### config.mk
export PLATFORM = sky130hd
export DESIGN_NAME = noc_switch_allocator
export DESIGN_NICKNAME = d
export VERILOG_FILES = /design/src/rtl/noc_pkg.sv /design/src/rtl/noc_rr_arbiter.sv /design/src/rtl/noc_switch_allocator.sv
export SDC_FILE = /design/constraint.sdc
export NUM_CORES = 1
export LEC_CHECK = 0
export CORE_MARGIN = 4
export CORE_UTILIZATION = 50
export CTS_BUF_LIST = sky130_fd_sc_hd__clkbuf_4 sky130_fd_sc_hd__clkbuf_8 sky130_fd_sc_hd__clkbuf_16
export DETAILED_ROUTE_END_ITERATION = 8
export PLACE_DENSITY = 0.73
export REMOVE_ABC_BUFFERS = 1
export SLEW_MARGIN = 25
export SYNTH_ARGS = -nofsm -noshare
export SYNTH_HDL_FRONTEND = slang
export SYNTH_SLANG_ARGS = --single-unit
### constraint.sdc
create_clock -name clk -period 5.55 [get_ports clk]
set_input_delay 1.11 -clock clk [delete_from_list [all_inputs] [get_ports clk]]
set_output_delay 1.11 -clock clk [all_outputs]
set_load 0.05 [all_outputs]
### src/rtl/noc_pkg.sv
// Shared constants and types for the 5-port NoC router.
package noc_pkg;

  localparam int unsigned NUM_PORTS = 5;
  localparam int unsigned PORT_W    = 3;

  typedef enum logic [PORT_W-1:0] {
    PORT_NORTH,
    PORT_SOUTH,
    PORT_EAST,
    PORT_WEST,
    PORT_LOCAL
  } port_e;

  typedef logic [NUM_PORTS-1:0] port_mask_t;
  typedef logic [PORT_W-1:0]    port_idx_t;

  // Increment modulo NUM_PORTS.
  function automatic port_idx_t next_port(input port_idx_t p);
    return (p == port_idx_t'(PORT_LOCAL)) ? '0 : p + port_idx_t'(1);
  endfunction

endpackage

### src/rtl/noc_rr_arbiter.sv
// Per-output wormhole round-robin arbiter: combinational grant plus next lock/owner/ptr.
module noc_rr_arbiter
  import noc_pkg::*;
(
  input  port_mask_t req,
  input  logic       ready,
  input  port_mask_t tail,
  input  logic       lock,
  input  port_idx_t  owner,
  input  port_idx_t  ptr,
  output port_mask_t gnt,
  output logic       lock_nxt,
  output port_idx_t  owner_nxt,
  output port_idx_t  ptr_nxt
);

  port_idx_t scan;
  port_idx_t win;
  logic      found;

  always_comb begin
    gnt   = '0;
    win   = owner;
    found = 1'b0;
    scan  = ptr;
    if (lock) begin
      found = req[owner];
    end else begin
      for (int i = 0; i < NUM_PORTS; i++) begin
        if (!found && req[scan]) begin
          found = 1'b1;
          win   = scan;
        end
        scan = next_port(scan);
      end
    end
    if (found && ready) begin
      gnt[win] = 1'b1;
    end

    lock_nxt  = lock;
    owner_nxt = owner;
    ptr_nxt   = ptr;
    // Pointer only moves at packet end, so fairness is per packet, not per flit.
    if (|gnt) begin
      if (tail[win]) begin
        lock_nxt = 1'b0;
        ptr_nxt  = next_port(win);
      end else begin
        lock_nxt  = 1'b1;
        owner_nxt = win;
      end
    end
  end

endmodule

### src/rtl/noc_switch_allocator.sv
// Output-port switch allocator: builds per-output request masks, flags protocol errors,
// and merges per-output grants into crossbar selects and input accepts.
module noc_switch_allocator
  import noc_pkg::*;
(
  input  logic                                clk,
  input  logic                                rst,
  input  port_mask_t                          req_valid_i,
  input  logic [NUM_PORTS-1:0][PORT_W-1:0]    req_dest_i,
  input  port_mask_t                          req_tail_i,
  input  port_mask_t                          out_ready_i,
  output logic [NUM_PORTS-1:0][NUM_PORTS-1:0] xbar_sel_o,
  output port_mask_t                          in_accept_o,
  output port_mask_t                          out_lock_o,
  output logic                                err_o
);

  port_mask_t lock_q;
  port_idx_t  owner_q [NUM_PORTS];
  port_idx_t  ptr_q   [NUM_PORTS];
  logic       err_q;

  logic       lock_d  [NUM_PORTS];
  port_idx_t  owner_d [NUM_PORTS];
  port_idx_t  ptr_d   [NUM_PORTS];
  logic       err_d;

  port_mask_t bad_dest;
  port_mask_t conflict;
  port_mask_t req_mask [NUM_PORTS];
  port_mask_t gnt      [NUM_PORTS];

  // An input that owns a locked output may only address that output.
  always_comb begin
    bad_dest = '0;
    conflict = '0;
    for (int p = 0; p < NUM_PORTS; p++) begin
      bad_dest[p] = req_valid_i[p] && (req_dest_i[p] >= port_idx_t'(NUM_PORTS));
      for (int o = 0; o < NUM_PORTS; o++) begin
        if (lock_q[o] && (owner_q[o] == port_idx_t'(p)) && req_valid_i[p] &&
            (req_dest_i[p] != port_idx_t'(o))) begin
          conflict[p] = 1'b1;
        end
      end
    end
    err_d = err_q | (|bad_dest) | (|conflict);
  end

  always_comb begin
    for (int o = 0; o < NUM_PORTS; o++) begin
      req_mask[o] = '0;
      for (int p = 0; p < NUM_PORTS; p++) begin
        req_mask[o][p] = req_valid_i[p] && !bad_dest[p] && !conflict[p] &&
                         (req_dest_i[p] == port_idx_t'(o));
      end
    end
  end

  for (genvar o = 0; o < NUM_PORTS; o++) begin : g_arb
    noc_rr_arbiter u_arb (
      .req       (req_mask[o]),
      .ready     (out_ready_i[o]),
      .tail      (req_tail_i),
      .lock      (lock_q[o]),
      .owner     (owner_q[o]),
      .ptr       (ptr_q[o]),
      .gnt       (gnt[o]),
      .lock_nxt  (lock_d[o]),
      .owner_nxt (owner_d[o]),
      .ptr_nxt   (ptr_d[o])
    );
  end

  always_comb begin
    xbar_sel_o  = '0;
    in_accept_o = '0;
    if (!rst) begin
      for (int o = 0; o < NUM_PORTS; o++) begin
        xbar_sel_o[o] = gnt[o];
        in_accept_o   = in_accept_o | gnt[o];
      end
    end
  end

  assign out_lock_o = rst ? '0 : lock_q;
  assign err_o      = err_q & ~rst;

  always_ff @(posedge clk) begin
    if (rst) begin
      lock_q <= '0;
      err_q  <= 1'b0;
      for (int o = 0; o < NUM_PORTS; o++) begin
        owner_q[o] <= '0;
        ptr_q[o]   <= port_idx_t'(o);
      end
    end else begin
      err_q <= err_d;
      for (int o = 0; o < NUM_PORTS; o++) begin
        lock_q[o]  <= lock_d[o];
        owner_q[o] <= owner_d[o];
        ptr_q[o]   <= ptr_d[o];
      end
    end
  end

endmodule

==> results of run 1 <==
worst register-to-register path, stage by stage, from the launching register on:
cell and delay [ps]:
dfxtp_2 360, inv_4 50, ha_4 270, inv_4 40
ha_4 150, or4_4 510, and3_4 190, or4_4 420
a221o_1 400, a2111o_1 500, o31ai_4 130, buf_4 220
a21oi_4 70, o2111ai_4 260, buf_4 190, nand2_4 60
buf_4 150, a21o_1 190, o211a_1 220, buf_4 160
or3_1 380, o211ai_1 170
kinds of logic (layout without fill, tap and decap cells):
logic type | Yosys count | in the layout
muxes | 49 | 49
and+or+nand+nor | 569 | 569
DFF | 36 | 36
buffers and inverters | 120 | 544
AOI/OAI and AO/OA | 389 | 389
adders and majority gates | 44 | 44
path summary, 6_finish.rpt:
check	startpoint	endpoint	depth (start not counted)
min reg2reg	err_q	err_q	2
max	ptr_q[0][0]	in_accept_o[1]	20
max reg2reg	ptr_q[0][9]	owner_q[0][9]	21
min	err_q	err_q	2
power by group through the flow:
stage	Combinational (mW)	Clock (mW)	Sequential, mW
after floorplan	3.70	0	0.431
after global placement	6.40	0	0.382
after detailed placement	6.54	0	0.384
after CTS	7.50	0.294	0.379
after global routing	8.94	0.306	0.397
final	8.58	0.300	0.389
stage by stage:
stage,util [%],cell area [µm²]
floorplan,-,8170
global placement,73.0,12100
detailed placement,73.0,12100
CTS,79.4,13100
global route,83.8,13800
finish,83.8,13800
routing by layer:
metal | vias to the layer above | wire length, µm
met1 | 5964 | 15100
met3 | 338 | 4780
met2 | 1030 | 18700
li1 | 5567 | -
met4 | 0 | 3180
met5 | - | 0
placed cells by master (no fill, tap or decap), drive strengths merged, types with 7 or more instances in the layout:
cell type / instances
mux2: 14
o22ai: 9
nand4: 16
nand2b: 17
a21oi: 54
dfxtp: 36
a31oi: 19
o211a: 13
and3: 17
o31ai: 14
a211o: 16
or3: 13
or4: 21
clkbuf: 9
a22oi: 7
nor3b: 11
nor4b: 9
nand3: 46
a211oi: 24
nand4b: 9
o211ai: 27
o311ai: 11
nand2: 111
ha: 44
a21o: 16
and2: 9
buf: 444
nor2b: 19
mux2i: 31
or3b: 7
inv: 65
clkdlybuf4s50: 18
nor4: 19
nor4bb: 10
nor3: 71
o21ai: 62
o21a: 13
or2: 8
nor2: 131
cell type report:
class | instances | area [µm²]
flip-flops and latches | 36 | 726
multi-input cells | 1051 | 8410
well taps | 220 | 275
fillers | 961 | 2680
clock buffers | 5 | 125
inverters | 66 | 258
repair buffers | 470 | 4030
clock inverters | 3 | 18.8
sequential cells by signal, summed over array words and instances, names as in the netlist:
signal / cells
owner_q: 15
err_q: 1
lock_q: 5
ptr_q: 15
repair_timing:
item / 4_1_cts / 5_1_grt
hold buffers: 0 / 0
endpoints found under the hold margin: 0 / 0
setup buffers: 31 / 19
resized for setup: 215 / 157
pin swaps: 77 / 82
setup endpoints to repair: 30 / 30
==> results.json, run 1 <==
{
  "critical_path_required_ps": 4440,
  "die_x_um": 138,
  "clkTransAtPathRegs_ps": 70,
  "hpwl_um": 28800,
  "antenna_cells": 0,
  "max_slew_margin_pct": 37.7,
  "synth_common_cells": "nor2_1 (129), nand2_1 (110), nor3_1 (67)",
  "avgViaCountPerCell": 6.97,
  "timing.final.ws_setup_ps": -348,
  "rrSetupSlack_ps": 360,
  "critPathBufInv": 5,
  "synthAdderAreaFrac_pct": 6.55,
  "wire_per_inst_um": 22.6,
  "totalWireLength_um": 41800,
  "met1_usage_pct": 48.8,
  "ys_top_cells_by_area": "dfxtp_1 (8.6%), ha_1 (6.6%), nor2_1 (5.8%), nand2_1 (4.9%), nor3_1 (4.0%)",
  "fin_skew_ps": 8.24,
  "gr-usage-all-layers_pct": 38.6,
  "syn_inst": 1207,
  "crit_path_max_incr_delay_ps": 520,
  "power.share.combinational_pct": 92.6,
  "grt_pass1_wl_um": 59100,
  "finalSetupViolCount": 24,
  "antenna_found_initial": 0,
  "yosys.area.top_type": "dfxtp_1",
  "max_freq_mhz": 170,
  "synth_compound_area_share_pct": 35.4,
  "pre_cts_ws_ps": -766,
  "slowest_stage": "or4_1",
  "powerDensity_nw_per_um2": 669,
  "syn_area_per_cell_um2": 6.96,
  "drc": 0,
  "cp_top_family": "compound AO/OA/AOI/OAI gates",
  "placementRows": 47,
  "tritoncts": "yes",
  "p_clk_share_pct": 3.2,
  "die_height_um": 138,
  "synth_top_family_by_area": "simple AND/OR/NAND/NOR gates",
  "power_mw": 9.27,
  "cts.sinks": 36,
  "path_max_fanout": 4,
  "drtIter0Drc": 1829,
  "root_buffer": "clkbuf_16",
  "drive_gt1_share_pct": 44.3,
  "p_seq_share_pct": 4.2,
  "rsz0062_at_grt": "yes",
  "num_io_pins": 68,
  "maxCapViolCount": 0,
  "tightest_slew_ps": 933,
  "period_needed_ps": 5900,
  "synth.most_common_cell": "nor2_1",
  "critPathKind": "reg2out",
  "synth-simple-area-share_pct": 37.1,
  "ant_nets": 0,
  "crit_chain": "inv_1 -> ha_4 -> a21oi_4 -> inv_1 -> ha_2 -> or4_1 -> nand3_1 -> a31oi_4 -> mux2i_4 -> mux2i_2 -> buf_4 -> buf_4 -> a2111oi_0 -> o21ai_0 -> nand3_2 -> o21ba_4 -> nand2_1 -> nor3_1 -> o41a_1 -> buf_12",
  "clk-insertion-delay-late_ps": 300,
  "muxShareOfSynthArea_pct": 6.64,
  "vias": 12899,
  "syn_area_um2": 8400,
  "yosysSeqAreaShare_pct": 8.58,
  "hp-class": "reg2reg",
  "netlist.area_leader.share_pct": 8.58,
  "fin_crit_sh_pct": 106,
  "grt_max_degree": 26,
  "grtUsageMet3_pct": 7.12,
  "sw_frac_of_total_pct": 53.2,
  "p_leak_nw": 5.96,
  "htree_levels": 2,
  "start_util_pct": 50.8,
  "first_pass_iters": 9,
  "switching_power_mw": 4.93,
  "worst_setup_path_start_kind": "register",
  "io_buffer_count": 67,
  "synthDistinctLibCells": 112,
  "grt_remaining_overflow": 0,
  "core-area_um2": 16500,
  "cts_made_buffers": 5,
  "yosys.area_share.xor_xnor_pct": 0,
  "cp_data_arrival_time_ps": 4790,
  "nets": 1706,
  "violations": "negative setup slack",
  "ys_warn_count": 0,
  "layout.cells.non_filler": 1851,
  "gp_congestion": 1.07,
  "dp_cells": 1798,
  "ys_seq_elements": 36,
  "async_flop_share_pct": 0,
  "synth_ff_type": "dfxtp_1",
  "syn_to_final_growth_pct": 64.8,
  "hold_slack_ps": 573,
  "cts_buffer_depth": 2,
  "grt-busiest-layer": "met2",
  "grt_pass1_vias": 11713,
  "setup_tns_ps": -3680,
  "dieArea_um2": 18900,
  "synth_edf_count": 0,
  "gr-usage-met2_pct": 62.2,
  "vdd_drop_max_mv": 0.766,
  "drv_slew": 0,
  "p_int_mw": 4.34,
  "hold_viol_final": 0,
  "status": "finished with violations",
  "crit_path_end_kind": "output port"
}
(Power assumes the default switching activity.)
==> run 2: changes to the inputs <==
--- a/config.mk
+++ b/config.mk
@@ -7,11 +7,11 @@
 export LEC_CHECK = 0
 export CORE_MARGIN = 4
 export CORE_UTILIZATION = 50
-export CTS_BUF_LIST = sky130_fd_sc_hd__clkbuf_4 sky130_fd_sc_hd__clkbuf_8 sky130_fd_sc_hd__clkbuf_16
+export CTS_BUF_LIST = sky130_fd_sc_hd__clkbuf_4 sky130_fd_sc_hd__clkbuf_8
 export DETAILED_ROUTE_END_ITERATION = 8
-export PLACE_DENSITY = 0.73
+export PLACE_DENSITY = 0.72
 export REMOVE_ABC_BUFFERS = 1
-export SLEW_MARGIN = 25
 export SYNTH_ARGS = -nofsm -noshare
 export SYNTH_HDL_FRONTEND = slang
+export SYNTH_HIERARCHICAL = 1
 export SYNTH_SLANG_ARGS = --single-unit
==> run 2 against run 1 <==
Compared with the run above: the flow still finishes with violations (negative setup slack); first-iteration DRC count down 45%; routed wire length down 2.9%; core utilization down 3.1 points; flip-flop and latch count unchanged; critical path type is now in2out; critical endpoint is now in_accept_o[2]; highest routed layer is now met5.
==> results.json, run 2 <==
{
  "period_needed_ps": 6370,
  "cts.sinks": 36,
  "netlist.area_leader.share_pct": 7.42,
  "syn_area_per_cell_um2": 7.67,
  "final_area_um2": 15200,
  "final_cell_mix": "buf_4 (424), nor2_1 (78), nand2_1 (74)",
  "first_pass_iters": 6,
  "rsz0062_at_grt": "yes",
  "final_common_cell": "buf_4",
  "gp_congestion": 1.00,
  "die_height_um": 147,
  "cts_made_buffers": 5,
  "reg_top3": "owner_q (15), ptr_q (15), lock_q (5)",
  "dpl-instance-area_um2": 13700,
  "powerDensity_nw_per_um2": 745,
  "status": "finished with violations",
  "setup_tns_ps": -19410,
  "crit_path_end_kind": "output port",
  "start_util_pct": 51.4,
  "syn_to_final_growth_pct": 57.1,
  "tightest_slew_ps": 830,
  "root_buffer": "clkbuf_8",
  "placementRows": 50,
  "path_max_fanout": 5,
  "ys_top_cells_by_area": "dfxtp_1 (7.4%), ha_1 (5.8%), mux2i_1 (5.5%), nor2b_1 (4.6%), nor2_1 (4.2%)",
  "core-area_um2": 18900,
  "finalSetupViolCount": 30,
  "crit_path_max_incr_delay_ps": 390,
  "startpoint": "req_dest_i[0]",
  "hold_viol_final": 0,
  "fin_skew_ps": 13.8,
  "drtIter0Drc": 997,
  "avgViaCountPerCell": 6.38,
  "synth_ff_type": "dfxtp_1",
  "io_buffer_count": 67,
  "async_flop_share_pct": 0,
  "clk-insertion-delay-late_ps": 330,
  "worst_setup_path_start_kind": "input port",
  "synth_common_cells": "nor2_1 (108), nand2_1 (82), a21oi_1 (74)",
  "violations": "negative setup slack",
  "wire_per_inst_um": 20.3,
  "yosysSeqAreaShare_pct": 7.42,
  "vdd_drop_max_mv": 0.626,
  "grt_pass1_wl_um": 60000,
  "max_slew_margin_pct": 44.5,
  "nets": 1814,
  "tritoncts": "yes",
  "htree_levels": 2,
  "maxCapViolCount": 0,
  "die_x_um": 147,
  "hp-class": "reg2reg",
  "synthDistinctLibCells": 120,
  "critPathKind": "in2out",
  "hp-start": "lock_q[4]",
  "cp_data_arrival_time_ps": 5260,
  "yosys.area.top_type": "dfxtp_1",
  "antenna_cells": 0,
  "vias": 12750,
  "clkTransAtPathRegs_ps": 80,
  "syn_inst": 1266,
  "power_mw": 11.4,
  "syn_area_um2": 9710,
  "synth_edf_count": 0,
  "timing.final.ws_setup_ps": -823,
  "hpwl_um": 28300,
  "antenna_found_initial": 1,
  "fin_util_pct": 80.7,
  "fin_crit_sh_pct": 115,
  "gr-usage-all-layers_pct": 33.2,
  "drc": 0,
  "slowest_stage": "or3b_4",
  "grt_pass1_vias": 12248,
  "max_freq_mhz": 157,
  "drv_slew": 0,
  "critical_path_required_ps": 4440,
  "grt_max_degree": 42,
  "drive_gt1_share_pct": 47.8,
  "totalWireLength_um": 40600,
  "ant_nets": 0,
  "p_leak_nw": 6.36,
  "ys_warn_count": 6,
  "num_io_pins": 68,
  "synth.most_common_cell": "nor2_1",
  "timing.rr.start": "owner_q[0][7]",
  "cts_buffer_depth": 2,
  "ys_seq_elements": 36,
  "grt_remaining_overflow": 0,
  "dieArea_um2": 21700
}
## run 2: cell count changes in the layout (fill, tap and decap cells not counted), moves of 14 or more
cell | previous run | this run
buf_4 | 381 | 424
nor3_1 | 58 | 16
nor2b_1 | 18 | 55
mux2i_1 | 23 | 44
nand2_1 | 95 | 74
nor2_1 | 95 | 78
a21oi_2 | 6 | 22
mux2_2 | 11 | 27
nand2b_1 | 13 | 29
or2_2 | 3 | 17
## run 2: layout make-up
| class | count | area, µm² |
|---|---|---|
| multi-input cells | 1116 | 9470 |
| repair buffers | 512 | 4390 |
| fillers | 1180 | 3640 |
| inverters | 66 | 253 |
| clock inverters | 2 | 16.3 |
| flip-flops and latches | 36 | 721 |
| well taps | 260 | 325 |
| clock buffers | 6 | 76.3 |
## run 2: critical path: cells and delay by family
kind	cells	cell delay (ps)
AO/OA/AOI/OAI	7	1300
buffers and inverters	6	870
multiplexers	1	100
AND/OR/NAND/NOR	11	1880
## run 2: cells by family (layout without fill, tap and decap cells)
group | after synthesis | in the layout | synth area share [%]
AND/OR/NAND/NOR | 560 | 560 | 33.9
multiplexers | 115 | 115 | 14.1
AO/OA/AOI/OAI | 395 | 395 | 33.6
flip-flops | 36 | 36 | 7.42
adder cells (fa/ha/maj) | 45 | 45 | 5.80
buffers and inverters | 114 | 586 | 5.12
XOR/XNOR | 1 | 1 | 0.0902
## run 2: worst paths after layout
path / end / slack (ps) / cells after the start
worst min-delay path: lock_q[4] / 780 / 4
worst max register to register: ptr_q[0][0] / 230 / 24
worst max-delay path: in_accept_o[2] / -820 / 25
worst min register to register: lock_q[4] / 780 / 4
## run 2: where the power goes
group / total (mW) / switching, mW / internal [mW] / leakage [nW]
clock network: 0.218 / 0.124 / 0.0945 / 0.0448
logic: 10.8 / 5.58 / 5.17 / 6.02
registers: 0.384 / 0.0526 / 0.331 / 0.292
total: 11.4 / 5.76 / 5.60 / 6.36
## run 2: metrics by stage
stage,hold slack (ps),cells,setup WS [ps]
after global placement,735,1935,-1310
after floorplan,646,1218,-1270
after detailed placement,743,1935,-1390
final,776,1998,-823
after CTS,757,1983,-657
after global routing,813,1998,-934
## run 2: metal layers
layer | up-vias | wire length (µm) | track usage [%]
met2 | 653 | 19400 | 58.0
met1 | 6083 | 15900 | 40.5
li1 | 5825 | - | -
met3 | 187 | 2780 | 3.92
met4 | 2 | 2420 | 16.0
met5 | - | 11 | 0
## run 2: timing repair
item	in CTS	in global routing
buffers inserted	50	24
setup endpoints to repair	59	43
hold buffers	0	0
gates resized for setup	216	99
pin swaps	64	52
